## config.mk

```make
export PLATFORM = sky130hd
export DESIGN_NAME = clk_div_bank
export DESIGN_NICKNAME = d
export VERILOG_FILES = /design/src/rtl/clk_div_bank.sv
export SDC_FILE = /design/constraint.sdc
export NUM_CORES = 1
export LEC_CHECK = 0
export CAP_MARGIN = 40
export CORE_MARGIN = 4
export CORE_UTILIZATION = 40
export CTS_BUF_LIST = sky130_fd_sc_hd__clkbuf_16
export DETAILED_ROUTE_END_ITERATION = 8
export SLEW_MARGIN = 5
export SYNTH_ARGS = -nofsm -noshare
export SYNTH_HDL_FRONTEND = slang
export SYNTH_SLANG_ARGS = --single-unit
```

## constraint.sdc

```tcl
create_clock -name clk_in -period 4.4 [get_ports clk_in]
set_input_delay 0.66 -clock clk_in [delete_from_list [all_inputs] [get_ports clk_in]]
set_output_delay 0.66 -clock clk_in [all_outputs]
set_load 0.03 [all_outputs]
```

## src/rtl/clk_div_bank.sv

```systemverilog
// Bank of NCH independent programmable clock dividers sharing one config port.
// Optional macro CLKDIV_SYNC_EN adds a 'sync' input that restarts all enabled channels in phase.
module clk_div_bank #(
  parameter int NCH = 2,
  parameter int DW  = 8,
  localparam int CW = (NCH > 1) ? $clog2(NCH) : 1
) (
  input  logic           clk_in,
  input  logic           rst,
`ifdef CLKDIV_SYNC_EN
  input  logic           sync,
`endif
  input  logic           cfg_valid,
  output logic           cfg_ready,
  input  logic [CW-1:0]  cfg_ch,
  input  logic [DW-1:0]  cfg_div,
  input  logic           cfg_en,
  output logic [NCH-1:0] clk_out,
  output logic [NCH-1:0] tick,
  output logic [NCH-1:0] active
);

  logic [NCH-1:0] pend_vld;

  // Out-of-range channel indices never match a slot, so they read as ready and are dropped.
  always_comb begin
    cfg_ready = 1'b1;
    for (int i = 0; i < NCH; i++) begin
      if (cfg_ch == CW'(i) && pend_vld[i]) cfg_ready = 1'b0;
    end
  end

  for (genvar gi = 0; gi < NCH; gi++) begin : g_ch
    logic [DW-1:0] div_q, div_d, cnt_q, cnt_d, pdiv_q, pdiv_d;
    logic          en_q, en_d, pen_q, pen_d, pvld_q, pvld_d;
    logic          clk_q, clk_d, tick_q, tick_d, prime_q, prime_d;
    logic [DW-1:0] per, cnt_inc;
    logic [DW:0]   half;
    logic          wrap, wr;

    always_comb begin
      per     = (div_q < DW'(2)) ? DW'(2) : div_q;
      half    = ({1'b0, per} + (DW+1)'(1)) >> 1;
      wrap    = (cnt_q == per - DW'(1));
      cnt_inc = wrap ? '0 : cnt_q + DW'(1);
      wr      = cfg_valid && cfg_ready && (cfg_ch == CW'(gi));

      div_d   = div_q;
      cnt_d   = cnt_q;
      pdiv_d  = pdiv_q;
      en_d    = en_q;
      pen_d   = pen_q;
      pvld_d  = pvld_q;
      clk_d   = clk_q;
      tick_d  = 1'b0;
      prime_d = prime_q;

      if (en_q) begin
        cnt_d  = cnt_inc;
        // prime_q keeps the output low until the first wrap after a (re)start,
        // so the first rising edge always coincides with a tick.
        clk_d  = ({1'b0, cnt_inc} < half) && (!prime_q || wrap);
        tick_d = wrap;
        if (wrap) begin
          prime_d = 1'b0;
          if (pvld_q) begin
            div_d  = pdiv_q;
            en_d   = pen_q;
            pvld_d = 1'b0;
            if (!pen_q) begin
              cnt_d  = '0;
              clk_d  = 1'b0;
              tick_d = 1'b0;
            end
          end
        end
      end else begin
        cnt_d  = '0;
        clk_d  = 1'b0;
        tick_d = 1'b0;
        if (pvld_q) begin
          div_d   = pdiv_q;
          en_d    = pen_q;
          pvld_d  = 1'b0;
          prime_d = 1'b1;
        end
      end

`ifdef CLKDIV_SYNC_EN
      if (sync && en_q) begin
        if (pvld_q) begin
          div_d  = pdiv_q;
          en_d   = pen_q;
          pvld_d = 1'b0;
        end
        cnt_d   = '0;
        clk_d   = 1'b1;
        tick_d  = 1'b1;
        prime_d = 1'b0;
      end
`endif

      // A slot is only writable when empty, so this never collides with an apply.
      if (wr) begin
        pdiv_d = cfg_div;
        pen_d  = cfg_en;
        pvld_d = 1'b1;
      end
    end

    always_ff @(posedge clk_in) begin
      if (rst) begin
        div_q   <= DW'(2);
        cnt_q   <= '0;
        pdiv_q  <= '0;
        en_q    <= 1'b1;
        pen_q   <= 1'b0;
        pvld_q  <= 1'b0;
        clk_q   <= 1'b0;
        tick_q  <= 1'b0;
        prime_q <= 1'b1;
      end else begin
        div_q   <= div_d;
        cnt_q   <= cnt_d;
        pdiv_q  <= pdiv_d;
        en_q    <= en_d;
        pen_q   <= pen_d;
        pvld_q  <= pvld_d;
        clk_q   <= clk_d;
        tick_q  <= tick_d;
        prime_q <= prime_d;
      end
    end

    assign pend_vld[gi] = pvld_q;
    assign clk_out[gi]  = clk_q;
    assign tick[gi]     = tick_q;
    assign active[gi]   = en_q;
  end

endmodule
```

# Word level (Yosys, flattened, before mapping)
# Cells that the tools add are included.
# word_totals
ff_bits	60
output_inout_bits	7
wordCells	104
# classes
bitwise	5
n_lt_le_gt_ge	4
n_eq_ne	6
n_reduce_logical	19
addsub	6
n_mux	46
# ops
op	n
$mux 8	16
$mux 1	30
$add 8x1->9 const B	2
$add 8x1->8 const B	2
$eq 8x8->1	2
$lt 8x2->1 const B	2
$lt 8x8->1	2
$sub 8x1->8 const B	2
$logic_and 1x1->1	7
$ne 3x1->1 const B	2
$reduce_or 3->1	2
$not 1->1	5
$ne 2x1->1 const B	2
$reduce_and 2->1	2
$reduce_bool 2->1	2
$reduce_or 2->1	2
$logic_not 1->1	2
$logic_or 1x1->1	2

# Depth between registers and ports, before layout
# Gate-level depths: netlist of run 1.
# logic_depth
ltp_word	10
mapped_depth	21
mapped_depth_nobuf	18

# Worst setup path before layout of run 1
# Ideal clock, no wire load.
# synth_timing
kind	register -> register
from	reg g_ch[0].div_q[3]
to	reg g_ch[0].clk_q
path_slack_ps	213
t_arrival_ps	4101
path_buffers	2
path_stages_with_launch	17
period_less_slack_ps	4187
path_cell_list	dfxtp_1 buf_2 or4_1 o41ai_4 ha_1 nor3b_1 xnor2_1 a2111oi_0 o211ai_1 nor2_1 clkbuf_1 nor2_1 ha_1 and4_1 a211oi_1 nand2_1 a211oi_1
# synth_between
elab_chain_cells	10
elab_cells_between_ends	12
classes_between	add/sub: 2; order compare: 2; eq/ne: 1; mux: 5; reduce/logical: 2
# synth_lines
item	line	source
start: declaration	34	logic [DW-1:0] div_q, div_d, cnt_q, cnt_d, pdiv_q, pdiv_d;
start signal: assignment	123	div_q <= div_d;
$lt 8x2->1	42	per = (div_q < DW'(2)) ? DW'(2) : div_q;
$mux 8 *	42	
$sub 8x1->8	44	wrap = (cnt_q == per - DW'(1));
$eq 8x8->1	44	
$mux 8	45	cnt_inc = wrap ? '0 : cnt_q + DW'(1);
$lt 8x8->1	62	clk_d = ({1'b0, cnt_inc} < half) && (!prime_q || wrap);
$logic_and 1x1->1	62	
$mux 1	70	if (!pen_q) begin
$mux 1	66	if (pvld_q) begin
$mux 1 *	64	if (wrap) begin
end signal: assignment	129	clk_q <= clk_d;
end: declaration	36	logic clk_q, clk_d, tick_q, tick_d, prime_q, prime_d;
# Mark *: on every way between the ends. The rest lies on a longest branch, timed or not.
# A chain may end at the register's enable or synchronous reset.

# Worst setup path in the final report of run 1
# layout_timing
from	reg g_ch[1].div_q[5]
to	reg g_ch[1].clk_q
# layout_between
elab_chain_cells	10
elab_cells_between_ends	12
classes_between	add/sub: 2; order compare: 2; eq/ne: 1; mux: 5; reduce/logical: 2
# layout_lines
item	line
start: declaration	34
start signal: assignment	123
$lt 8x2->1	42
$mux 8 *	42
$sub 8x1->8	44
$eq 8x8->1	44
$mux 8	45
$lt 8x8->1	62
$logic_and 1x1->1	62
$mux 1	70
$mux 1	66
$mux 1 *	64
end signal: assignment	129
end: declaration	36
# Marked as above.

==> metrics.txt, run 1 <==
outcome finished clean; crit path time final 4.01 ns; Switch Pwr 0.869 mW; worst hold path cell count 2; Async SR Flop Fraction 0%; Yosys reg bits 60; number of clock sinks 60; syn_nets 514; R2R setup slack 0.39 ns; share of cells above drive strength 1 10.4%; Clk pin slew, worst setup/hold paths 0.05 ns; endpoint class of the critical path register; Fin Hold WS 0.524 ns; cts bufs inserted 9; clock root cell clkbuf_16; Switching Fraction 36.9%; Logic pwr share 38.6%; Routed Antenna Nets 0; Vias 3,427; Slew HR 46.3%; Cell Pwr Density 510 mW/mm^2; Synth Warn # 0; Tcrit/Tclk final 91.2%; Min-Delay Endpoint g_ch[0].prime_q; crit path DAT 4.24 ns; Pre-antenna DRT Iters 5; die area 0.0116 sq mm; commonest cells in the netlist dfxtp_1, nor2_1, nand2_1; IO Pins 20; Pins Over Slew Limit 0; crit path kind register to register; sequential power share 30.1%; average size of a mapped cell 8.27 sq um; Initial Util 40.9%; LEAKAGE 1.75 nW; Vias/cell 5.50; Post-Route Utilization 47.4%; final layout net count 518; element type at the critical path start register; core box area 0.00973 sq mm; hold crit path type register to register; top post-synthesis cells by area dfxtp_1, ha_1, xnor2_1; die height 108 microns; # Post-CTS Setup Buffers 0; Worst Path Required 4.62 ns; Synth Flop Type dfxtp_1; DIE WIDTH 108 microns; CTS H-Tree Depth 3; clk_lat worst skew 0.33 ns; Yosys top cell by area dfxtp_1; vias in the first global route 3,160; grt ovf 0; Final setup viols 0; Post-Route WL 9450 microns; Clock Skew 0.00588 ns; Syn Inst Count 481; r2r startpoint g_ch[1].div_q[5]; worst hold start g_ch[0].prime_q; CTS Buffer Depth 2; fmax 249 MHz; RSZ-0062 raised after global routing no; area growth from synthesis to layout 15.7%; wire per inst 15.2 microns; design area 0.00461 sq mm; Max Cap Viol 0; port buffer count 19; Internal Power 1.48 mW; Worst Path Max Fanout 8; gpl congestion 0.883; Crit path top cell by count ha_1; CP peak stage delay 0.58 ns; worst reg2reg path depth 15; Post-DP Area 0.00428 sq mm; sequential element share of the synthesized area 30.2%; Rows 36; Post-Syn Area 0.00398 sq mm; reg2reg end g_ch[1].clk_q; initial drt markers 215; CTS tree yes; Worst-Margin Slew 0.806 ns; global-route wire length before repair 16,000 microns; count leader, synth dfxtp_1; Synth cell types 49; Slowest cell on crit path or4_4; Hold Vio Cnt, Final 0; Total Routing Usage GR 17.2%; Post-synth EDFFs 0; final routed DRC violation total 0; Critical Path, Cell by Cell or4_4, or2_2, nand2_1, ha_1, nor2b_1, nand3b_1, xnor2_1, nand4_1, nor2_4, nor2_1, ha_1, nand3_1, a2111oi_0, a211oi_1, o221a_2; top-area cell type share of the netlist area 30.2%; post-DP HPWL 6780 microns; clock network power share 31.3%; Setup TNS 0 ns; ant diodes 0; CTS Hold Bufs 0; initial antenna violation count 0; Peak VDD IR 0.244 mV; pin count of the biggest net entering global routing 53
layout make-up:
type,count,area (sq um)
Fill cell,968,5120
Multi-Input combinational cell,360,2530
Sequential cell,60,1200
Timing Repair Buffer,42,358
Clock buffer,9,225
Tap cell,133,166
Clock inverter,7,83.8
Inverter,12,45.0
power by group through the flow:
stage | combinational [mW] | sequential (mW) | clock, mW
2_1_floorplan | 0.660 | 0.675 | 0
3_3_place_gp | 0.874 | 0.717 | 0
3_5_place_dp | 0.882 | 0.718 | 0
4_1_cts | 0.888 | 0.706 | 0.748
5_1_grt | 1.01 | 0.719 | 0.775
6_report | 0.909 | 0.708 | 0.735
flip-flops by register name, indices dropped and copies added, names as in the netlist:
| signal | count |
|---|---|
| g_ch.prime_q | 2 |
| g_ch.pdiv_q | 16 |
| g_ch.pen_q | 2 |
| g_ch.pvld_q | 2 |
| g_ch.div_q | 16 |
| g_ch.cnt_q | 16 |
| g_ch.clk_q | 2 |
| g_ch.tick_q | 2 |
| g_ch.en_q | 2 |
worst max-delay path by stage:
stage | endpoint | start | cells past startpoint
CTS | g_ch[1].clk_q | g_ch[1].div_q[5] | 15
finish | g_ch[1].clk_q | g_ch[1].div_q[5] | 15
global route | g_ch[1].clk_q | g_ch[1].div_q[5] | 16
floorplan | g_ch[0].clk_q | g_ch[0].div_q[3] | 16
global placement | g_ch[1].clk_q | g_ch[1].div_q[5] | 16
detailed placement | g_ch[1].clk_q | g_ch[1].div_q[5] | 16
logic make-up (layout without fill, tap and decap cells):
kind of cell | after synthesis | after routing | synth area share (%)
AND/OR/NAND/NOR | 198 | 198 | 26.2
AO/OA/AOI/OAI | 77 | 77 | 15.7
buffers and inverters | 61 | 70 | 6.79
flip-flops | 60 | 60 | 30.2
XOR/XNOR | 46 | 46 | 10.1
adder cells (fa/ha/maj) | 20 | 20 | 6.29
multiplexers | 19 | 19 | 4.78
worst max-delay path: cells and delay by family (launching register included):
kind	cells	cell delay, ns
adders and majority gates	2	0.54
DFF	1	0.39
and+or+nand+nor	9	1.98
AOI/OAI and AO/OA	3	0.78
xor gates and xnor gates	1	0.21
per-stage QoR:
step	total power [mW]	std cells	worst slack [ns]
2_1_floorplan	1.34	481	0.213
3_3_place_gp	1.59	606	0.168
3_5_place_dp	1.60	607	0.131
4_1_cts	2.34	623	0.0779
5_1_grt	2.50	623	0.0251
6_report	2.35	623	0.385
metal layers:
layer  wire length [microns]  GRT usage (%)  up-vias
met1                    4580           24.4     1577
met4                     173           7.30        0
met3                     433           2.16       10
met5                       0              0        -
met2                    4260           26.2       87
li1                        -              -     1753
layout by cell type, fill, tap and decap left out, types with 11 or more instances in the layout:
cell type        synthesis  routed
a31oi_1                 11      11
buf_4                    6      23
clkdlybuf4s50_1          0      18
dfxtp_1                 60      60
ha_1                    20      20
inv_1                   12      14
mux2i_1                 19      19
nand2_1                 37      37
nand3_1                 24      24
nor2_1                  41      39
nor3_1                  22      22
nor3b_1                 17      16
or4_1                   16      15
xnor2_1                 27      27
xor2_1                  19      19
repair_timing:
item                                    in CTS  in global routing
endpoints found under the setup margin       0                  2
hold endpoints to repair                     0                  0
resized for setup                            0                  4
Note: power is estimated with default switching activity, not from simulation.
==> run 2: changes to the inputs <==
GPL_ROUTABILITY_DRIVEN = 0   (was not set)
==> metrics.txt, run 2 (same netlist as run 1, synthesis figures left out) <==
ant diodes 0; initial drt markers 212; crit path kind register to register; area growth from synthesis to layout 14.8%; Total Routing Usage GR 17.2%; IO Pins 20; clk_lat worst skew 0.32 ns; fmax 244 MHz; Min-Delay Endpoint g_ch[0].pdiv_q[0]; most frequent cells in the layout dfxtp_1, nor2_1, nand2_1, xnor2_1, nand3_1; grt ovf 0; Clk pin slew, worst setup/hold paths 0.05 ns; wire per inst 15.1 microns; port buffer count 19; Pins Over Slew Limit 0; element type at the critical path start register; Worst Path Max Fanout 23; Vias/cell 5.43; Hold Vio Cnt, Final 0; Clock Skew 0.00608 ns; Crit path depth 17; CTS Buffer Depth 2; Routed Antenna Nets 0; pin count of the biggest net entering global routing 58; Resized cells post-CTS 0; initial antenna violation count 0; final layout net count 516; design area 0.00457 sq mm; Final setup viols 0; CP peak stage delay 0.58 ns; # Post-CTS Setup Buffers 0; Critical Path, Cell by Cell or4_4, nor3_1, or2_2, inv_1, ha_1, o21ba_2, a221oi_1, a41o_1, nand2_1, nor2_1, buf_6, nor2_1, ha_1, nand3_1, a2111oi_2, a211oi_1, o221a_2; commonest non-fill, non-tap cell in the layout dfxtp_1; Rows 36; Peak VDD IR 0.275 mV; CTS Hold Bufs 0; final routed DRC violation total 0; Post-DP Area 0.00427 sq mm; Initial Util 40.9%; post-DP HPWL 6890 microns; # fillers 987; LEAKAGE 1.72 nW; Slew HR 43.2%; largest registers g_ch.cnt_q (16), g_ch.div_q (16), g_ch.pdiv_q (16); number of clock sinks 60; hold crit path type register to register; worst hold path cell count 2; Max Cap Viol 0; crit path DAT 4.30 ns; Pre-antenna DRT Iters 4; CTS tree yes; Worst-Margin Slew 0.851 ns; vias in the first global route 3,189; crit path time final 4.09 ns; Slowest cell on crit path or4_4; global-route wire length before repair 16,100 microns; R2R setup slack 0.31 ns; outcome finished clean; WP buf/inv 2; RSZ-0062 raised after global routing no; clock root cell clkbuf_16; Vias 3,371; reg2reg end g_ch[1].clk_q; Post-Route WL 9380 microns; endpoint class of the critical path register; r2r startpoint g_ch[1].div_q[5]; CP delay by family, top compound AO/OA/AOI/OAI gates; Cell Pwr Density 501 mW/mm^2; cts bufs inserted 9; share of cells above drive strength 1 10.0%; DIE WIDTH 108 microns; critical path startpoint g_ch[1].div_q[5]; worst reg2reg path depth 17; Setup TNS 0 ns; Worst Path Required 4.61 ns; die area 0.0116 sq mm; CTS H-Tree Depth 3; core box area 0.00973 sq mm; die height 108 microns; worst hold start g_ch[0].pdiv_q[0]; Tcrit/Tclk final 93.0%
[run 2: cell count changes in the layout (fill, tap and decap cells not counted), sizes merged]
cell	delta
bufinv	-1
buf	-2
clkinv	+2
inv	-1
[run 2: per-layer routing]
metal	global-route usage, %	routed length (microns)	vias up
met4	4.96	61	0
met5	0	0	-
li1	-	-	1750
met1	24.0	4760	1558
met2	26.6	4220	59
met3	3.66	342	4
[run 2: area by class of cell]
type | instances | area (sq um) | area share, %
Inverter | 12 | 45.0 | 0.985
Clock inverter | 7 | 58.8 | 1.29
Sequential cell | 60 | 1200 | 26.3
Timing Repair Buffer | 40 | 347 | 7.58
Multi-Input combinational cell | 360 | 2530 | 55.3
Clock buffer | 9 | 225 | 4.93
Tap cell | 133 | 166 | 3.64
[run 2: power breakdown]
group / internal (mW) / switching [mW] / leakage [nW]
Clock: 0.429 / 0.240 / 0.141
Sequential: 0.619 / 0.0901 / 0.488
Combinational: 0.379 / 0.534 / 1.09
Total: 1.43 / 0.864 / 1.72
[run 2: metrics by stage]
step	util (%)	hold slack, ns	power [mW]	setup slack (ns)	instances
3_5_place_dp	43.9	0.506	1.60	0.0663	605
6_report	47.0	0.515	2.29	0.310	621
3_3_place_gp	43.8	0.504	1.59	0.0952	604
2_1_floorplan	-	0.473	1.34	0.213	481
5_1_grt	47.0	0.540	2.45	0.0298	621
4_1_cts	46.8	0.521	2.28	0.0577	621
[run 2: worst max path at each step]
stage | to | slack, ns
6_report | g_ch[1].clk_q | 0.31
5_1_grt | g_ch[1].clk_q | 0.03
3_5_place_dp | g_ch[1].clk_q | 0.07
2_1_floorplan | g_ch[0].clk_q | 0.21
3_3_place_gp | g_ch[1].clk_q | 0.1
4_1_cts | g_ch[1].clk_q | 0.06
[run 2: worst reg2reg max path: stages (launching register included)]
cell       delay, ns
dfxtp_1         0.40
or4_4           0.58
nor3_1          0.15
or2_2           0.14
inv_1           0.04
ha_1            0.22
o21ba_2         0.22
a221oi_1        0.36
a41o_1          0.19
nand2_1         0.08
nor2_1          0.14
buf_6           0.22
nor2_1          0.09
ha_1            0.30
nand3_1         0.13
a2111oi_2       0.42
a211oi_1        0.09
o221a_2         0.23
==> run 3: changes to the inputs <==
CAP_MARGIN = 20   (was 40)
GPL_ROUTABILITY_DRIVEN = not set   (was 0)
==> metrics.txt, run 3 (same netlist as run 1, synthesis figures left out) <==
worst hold path cell count 2; worst reg2reg path depth 16; commonest non-fill, non-tap cell in the layout dfxtp_1; r2r startpoint g_ch[1].div_q[5]; crit path time final 4.02 ns; die area 0.0116 sq mm; PnR worst setup slack 0.384 ns; Slowest cell on crit path or4_4; endpoint class of the critical path register; Post-DP Area 0.00428 sq mm; crit path kind register to register; # Post-CTS Setup Buffers 0; Worst-Margin Slew 0.933 ns; Routed Antenna Nets 0; WP buf/inv 1; register area 0.00120 sq mm; Tcrit/Tclk final 91.3%; hold crit path type register to register; clk_lat worst skew 0.33 ns; reg2reg end g_ch[1].clk_q; R2R setup slack 0.38 ns; share of cells above drive strength 1 10.4%; Final setup viols 0; Initial Util 40.9%; largest registers g_ch.cnt_q (16), g_ch.div_q (16), g_ch.pdiv_q (16); Min-Delay Endpoint g_ch[0].prime_q; Rows 36; clock root cell clkbuf_16; Vias/cell 5.48; Pins Over Slew Limit 0; CTS H-Tree Depth 3; DIE WIDTH 108 microns; Worst Path Required 4.62 ns; fmax 249 MHz; CP peak stage delay 0.57 ns; gpl congestion 0.883; Critical Path, Cell by Cell or4_4, or2_2, nand2_1, ha_1, nor2b_1, nand3b_1, xnor2_1, nand4_1, nor2_4, buf_4, nor2_1, ha_1, nand2_1, a2111oi_1, a211oi_1, o221a_2; Total Routing Usage GR 17.2%; post-DP HPWL 6670 microns; Worst Path Max Fanout 9; initial antenna violation count 0; Cell Pwr Density 512 mW/mm^2; CP delay by family, top simple AND/OR/NAND/NOR gates; Max Cap Viol 0; Post-Route WL 9420 microns; overall power 2.36 mW; core box area 0.00973 sq mm; Pre-antenna DRT Iters 6; Setup TNS 0 ns; grt ovf 0; multi-input logic area 0.00253 sq mm; Hold Vio Cnt, Final 0; CTS Buffer Depth 2; Setup WS pre-CTS 0.0935 ns; initial drt markers 185; Slew HR 37.5%; final routed DRC violation total 0; CTS Hold Bufs 0; Clk pin slew, worst setup/hold paths 0.05 ns; ant diodes 0; area growth from synthesis to layout 15.7%; final layout net count 517; wire per inst 15.2 microns; port buffer count 19; crit path DAT 4.24 ns; Vias 3,411; worst hold start g_ch[0].prime_q; outcome finished clean; pin count of the biggest net entering global routing 53; element type at the critical path start register; most frequent cells in the layout dfxtp_1, nor2_1, nand2_1, xnor2_1, nand3_1; IO Pins 20; Clock Skew 0.00650 ns; RSZ-0062 raised after global routing no; die height 108 microns; Fin Hold WS 0.514 ns; LEAKAGE 1.74 nW; CTS tree yes; Resized cells post-CTS 0; number of clock sinks 60; design area 0.00461 sq mm; global-route wire length before repair 15,800 microns; vias in the first global route 3,159; cts bufs inserted 9; Peak VDD IR 0.246 mV; # fillers 977
-- run 3: cell types whose count changed in the layout (fill, tap and decap cells not counted), sizes merged --
cell / delta
clkinv: -2
buf: +1
inv: +1
bufinv: +1
-- run 3: worst max path at each step --
stage,start,slack [ns],endpoint,cells after the start
2_1_floorplan,g_ch[0].div_q[3],0.21,g_ch[0].clk_q,16
3_5_place_dp,g_ch[1].div_q[5],0.09,g_ch[1].clk_q,16
3_3_place_gp,g_ch[1].div_q[5],0.17,g_ch[1].clk_q,16
6_report,g_ch[1].div_q[5],0.38,g_ch[1].clk_q,16
5_1_grt,g_ch[0].div_q[3],0.04,g_ch[0].clk_q,15
4_1_cts,g_ch[1].div_q[5],0.06,g_ch[1].clk_q,16
-- run 3: cell type report --
cell class | instances | share of cell area (%)
Sequential cell | 60 | 26.1
Clock inverter | 7 | 1.82
Inverter | 12 | 0.978
Tap cell | 133 | 3.61
Multi-Input combinational cell | 360 | 55.0
Clock buffer | 9 | 4.89
Timing Repair Buffer | 41 | 7.60
-- run 3: worst reg2reg max path: cells and delay by family (launching register included) --
| kind | cells | cell delay, ns |
|---|---|---|
| xor+xnor | 1 | 0.21 |
| fa+ha+maj | 2 | 0.53 |
| compound gates | 3 | 0.64 |
| buf+inv | 1 | 0.21 |
| flops | 1 | 0.40 |
| simple gates | 9 | 1.91 |
-- run 3: power breakdown --
part	leakage, nW	total, mW	switching [mW]	internal, mW
Sequential	0.488	0.706	0.0876	0.619
Combinational	1.10	0.918	0.537	0.382
Clock	0.155	0.736	0.248	0.488
-- run 3: metal layers --
metal / share of wire [%] / GRT usage [%] / vias up
li1: - / - / 1757
met1: 49 / 23.8 / 1570
met2: 45 / 25.9 / 66
met3: 3.7 / 2.58 / 18
met4: 2.3 / 8.39 / 0
met5: 0 / 0 / -
-- run 3: per-stage QoR --
| stage | std cells | util [%] |
|---|---|---|
| finish | 622 | 47.4 |
| floorplan | 481 | - |
| global placement | 606 | 44.0 |
| global route | 622 | 47.4 |
| detailed placement | 606 | 44.0 |
| CTS | 622 | 47.1 |
==> RTL edit, RTL diff (settings of run 2) <==
Set the parameter `NCH` to 4 (it was 2).
--- a/src/rtl/clk_div_bank.sv
+++ b/src/rtl/clk_div_bank.sv
@@ -1,7 +1,7 @@
 // Bank of NCH independent programmable clock dividers sharing one config port.
 // Optional macro CLKDIV_SYNC_EN adds a 'sync' input that restarts all enabled channels in phase.
 module clk_div_bank #(
-  parameter int NCH = 2,
+  parameter int NCH = 4,
   parameter int DW  = 8,
   localparam int CW = (NCH > 1) ? $clog2(NCH) : 1
 ) (
Ports: changed (resized active, cfg_ch, clk_out and tick); port bits go from 20 to 27. No check against the original RTL was run, so the function may have changed too.
==> RTL edit against run 2 <==
Cell area rose by 88%. Clock skew barely moved. Sequential share of layout area rose by 1.6 points. Sequential cell count rose by 60. Maximum frequency rose by 1.1%. Highest routed layer unchanged. Wire length rose by 87%. Worst setup slack improved by 0.044 ns. Sequential power rose by 76%. Hold slack got worse by 0.062 ns. Total power rose by 60%. Area after synthesis rose by 92%. Critical path depth rose by 1. Clock power rose by 130%.
==> RTL edit: results (changes against run 2) <==
outcome: "completed"  # unchanged
clock_area_share_pct: 7.70  # was 6.21%
wire_per_inst_um: 14.9  # was 15.1 um
synthAdderAreaFrac_pct: 6.55  # was 6.29%
vias: 6349  # was 3371
signal_buffers: 45  # was 40
placed_area_sq_mm: 0.00793  # was 0.00427 sq mm
multi_input_gates: 722  # was 360
grt_pass1_vias: 6014  # was 3189
cpPeakStageDelay_ns: 0.59
synth_xor_area_share_pct: 8.89  # was 10.1%
hp-class: "flip-flop to flip-flop"  # unchanged
grt_pass1_wl_mm: 30.1  # was 16.1 mm
htree_levels: 4  # was 3
drive_above_1_share_pct: 9.92  # was 10.0%
synth_common_cells: "150 x nand2_1, 120 x dfxtp_1, 72 x nor2_1, 60 x a21oi_1, 46 x clkbuf_1"  # was 60 x dfxtp_1, 41 x nor2_1, 37 x nand2_1, 28 x clkbuf_1, 27 x xnor2_1
dp_hpwl_mm: 12.6  # was 6.89 mm
syn_nets: 1003  # was 514
viasPerCell: 5.37  # was 5.43
skew_ns: 0.00645  # was 0.00608 ns
synth_cell_type_count: 83  # was 49
multiInputGateArea_sq_mm: 0.00475  # was 0.00253 sq mm
worst-path-max-fanout: 12  # was 23
grt_max_degree: 50  # was 58
powerClk_mw: 1.57  # was 0.670 mW
seq_cells: 120  # was 60
synth_compound_area_share_pct: 15.4  # was 15.7%
crit_family: "simple AND/OR/NAND/NOR gates"  # was compound AO/OA/AOI/OAI gates
inverters: 29  # was 12
dp.cells: 1149  # was 605
synth.area.top_cells: "dfxtp_1 31%, nand2_1 7.4%, ha_1 6.6%"  # was dfxtp_1 30%, ha_1 6.3%, xnor2_1 5.9%
portBuffers: 26  # was 19
synthMuxAreaShare_pct: 3.55  # was 4.78%
async_flop_share_pct: 0  # unchanged
cp_data_arrival_time_ns: 4.35  # was 4.30 ns
irDropWorstVdd_v: 0.000328  # was 0.000275 V
fill_cells: 1864  # was 987
seq_area_sq_mm: 0.00240  # was 0.00120 sq mm
swShare_pct: 31.2  # was 37.7%
pwr-share-comb_pct: 23.4  # was 39.8%
drt_iter0_drc: 439  # was 212
synth_area_sq_mm: 0.00764  # was 0.00398 sq mm
insertion_delay_ns: 0.42  # was 0.32 ns
reg_top3: "g_ch.cnt_q (32), g_ch.div_q (32), g_ch.pdiv_q (32)"  # was g_ch.cnt_q (16), g_ch.div_q (16), g_ch.pdiv_q (16)
yosysSeqAreaShare_pct: 31.4  # was 30.2%
cts_made_buffers: 17  # was 9
slew_headroom_pct: 60.1  # was 43.2%
[RTL edit: metal layers]
layer	share of wire [%]	vias up	track usage, %
met5	0	-	0
met4	0.68	0	4.14
met3	2.9	10	3.29
met2	48	77	27.8
met1	49	2959	22.8
li1	-	3303	-
[RTL edit: path summary, 6_finish.rpt]
kind | start | end | slack [ns] | cells after the start
worst min register to register | g_ch[2].pdiv_q[3]$_SDFFE_PP0P_ | g_ch[2].pdiv_q[3]$_SDFFE_PP0P_ | 0.45 | 2
worst min-delay path | g_ch[2].pdiv_q[3]$_SDFFE_PP0P_ | g_ch[2].pdiv_q[3]$_SDFFE_PP0P_ | 0.45 | 2
worst max-delay path | g_ch[1].div_q[1]$_SDFFE_PP1P_ | g_ch[1].clk_q$_SDFF_PP0_ | 0.35 | 18
worst max register to register | g_ch[1].div_q[1]$_SDFFE_PP1P_ | g_ch[1].clk_q$_SDFF_PP0_ | 0.35 | 18
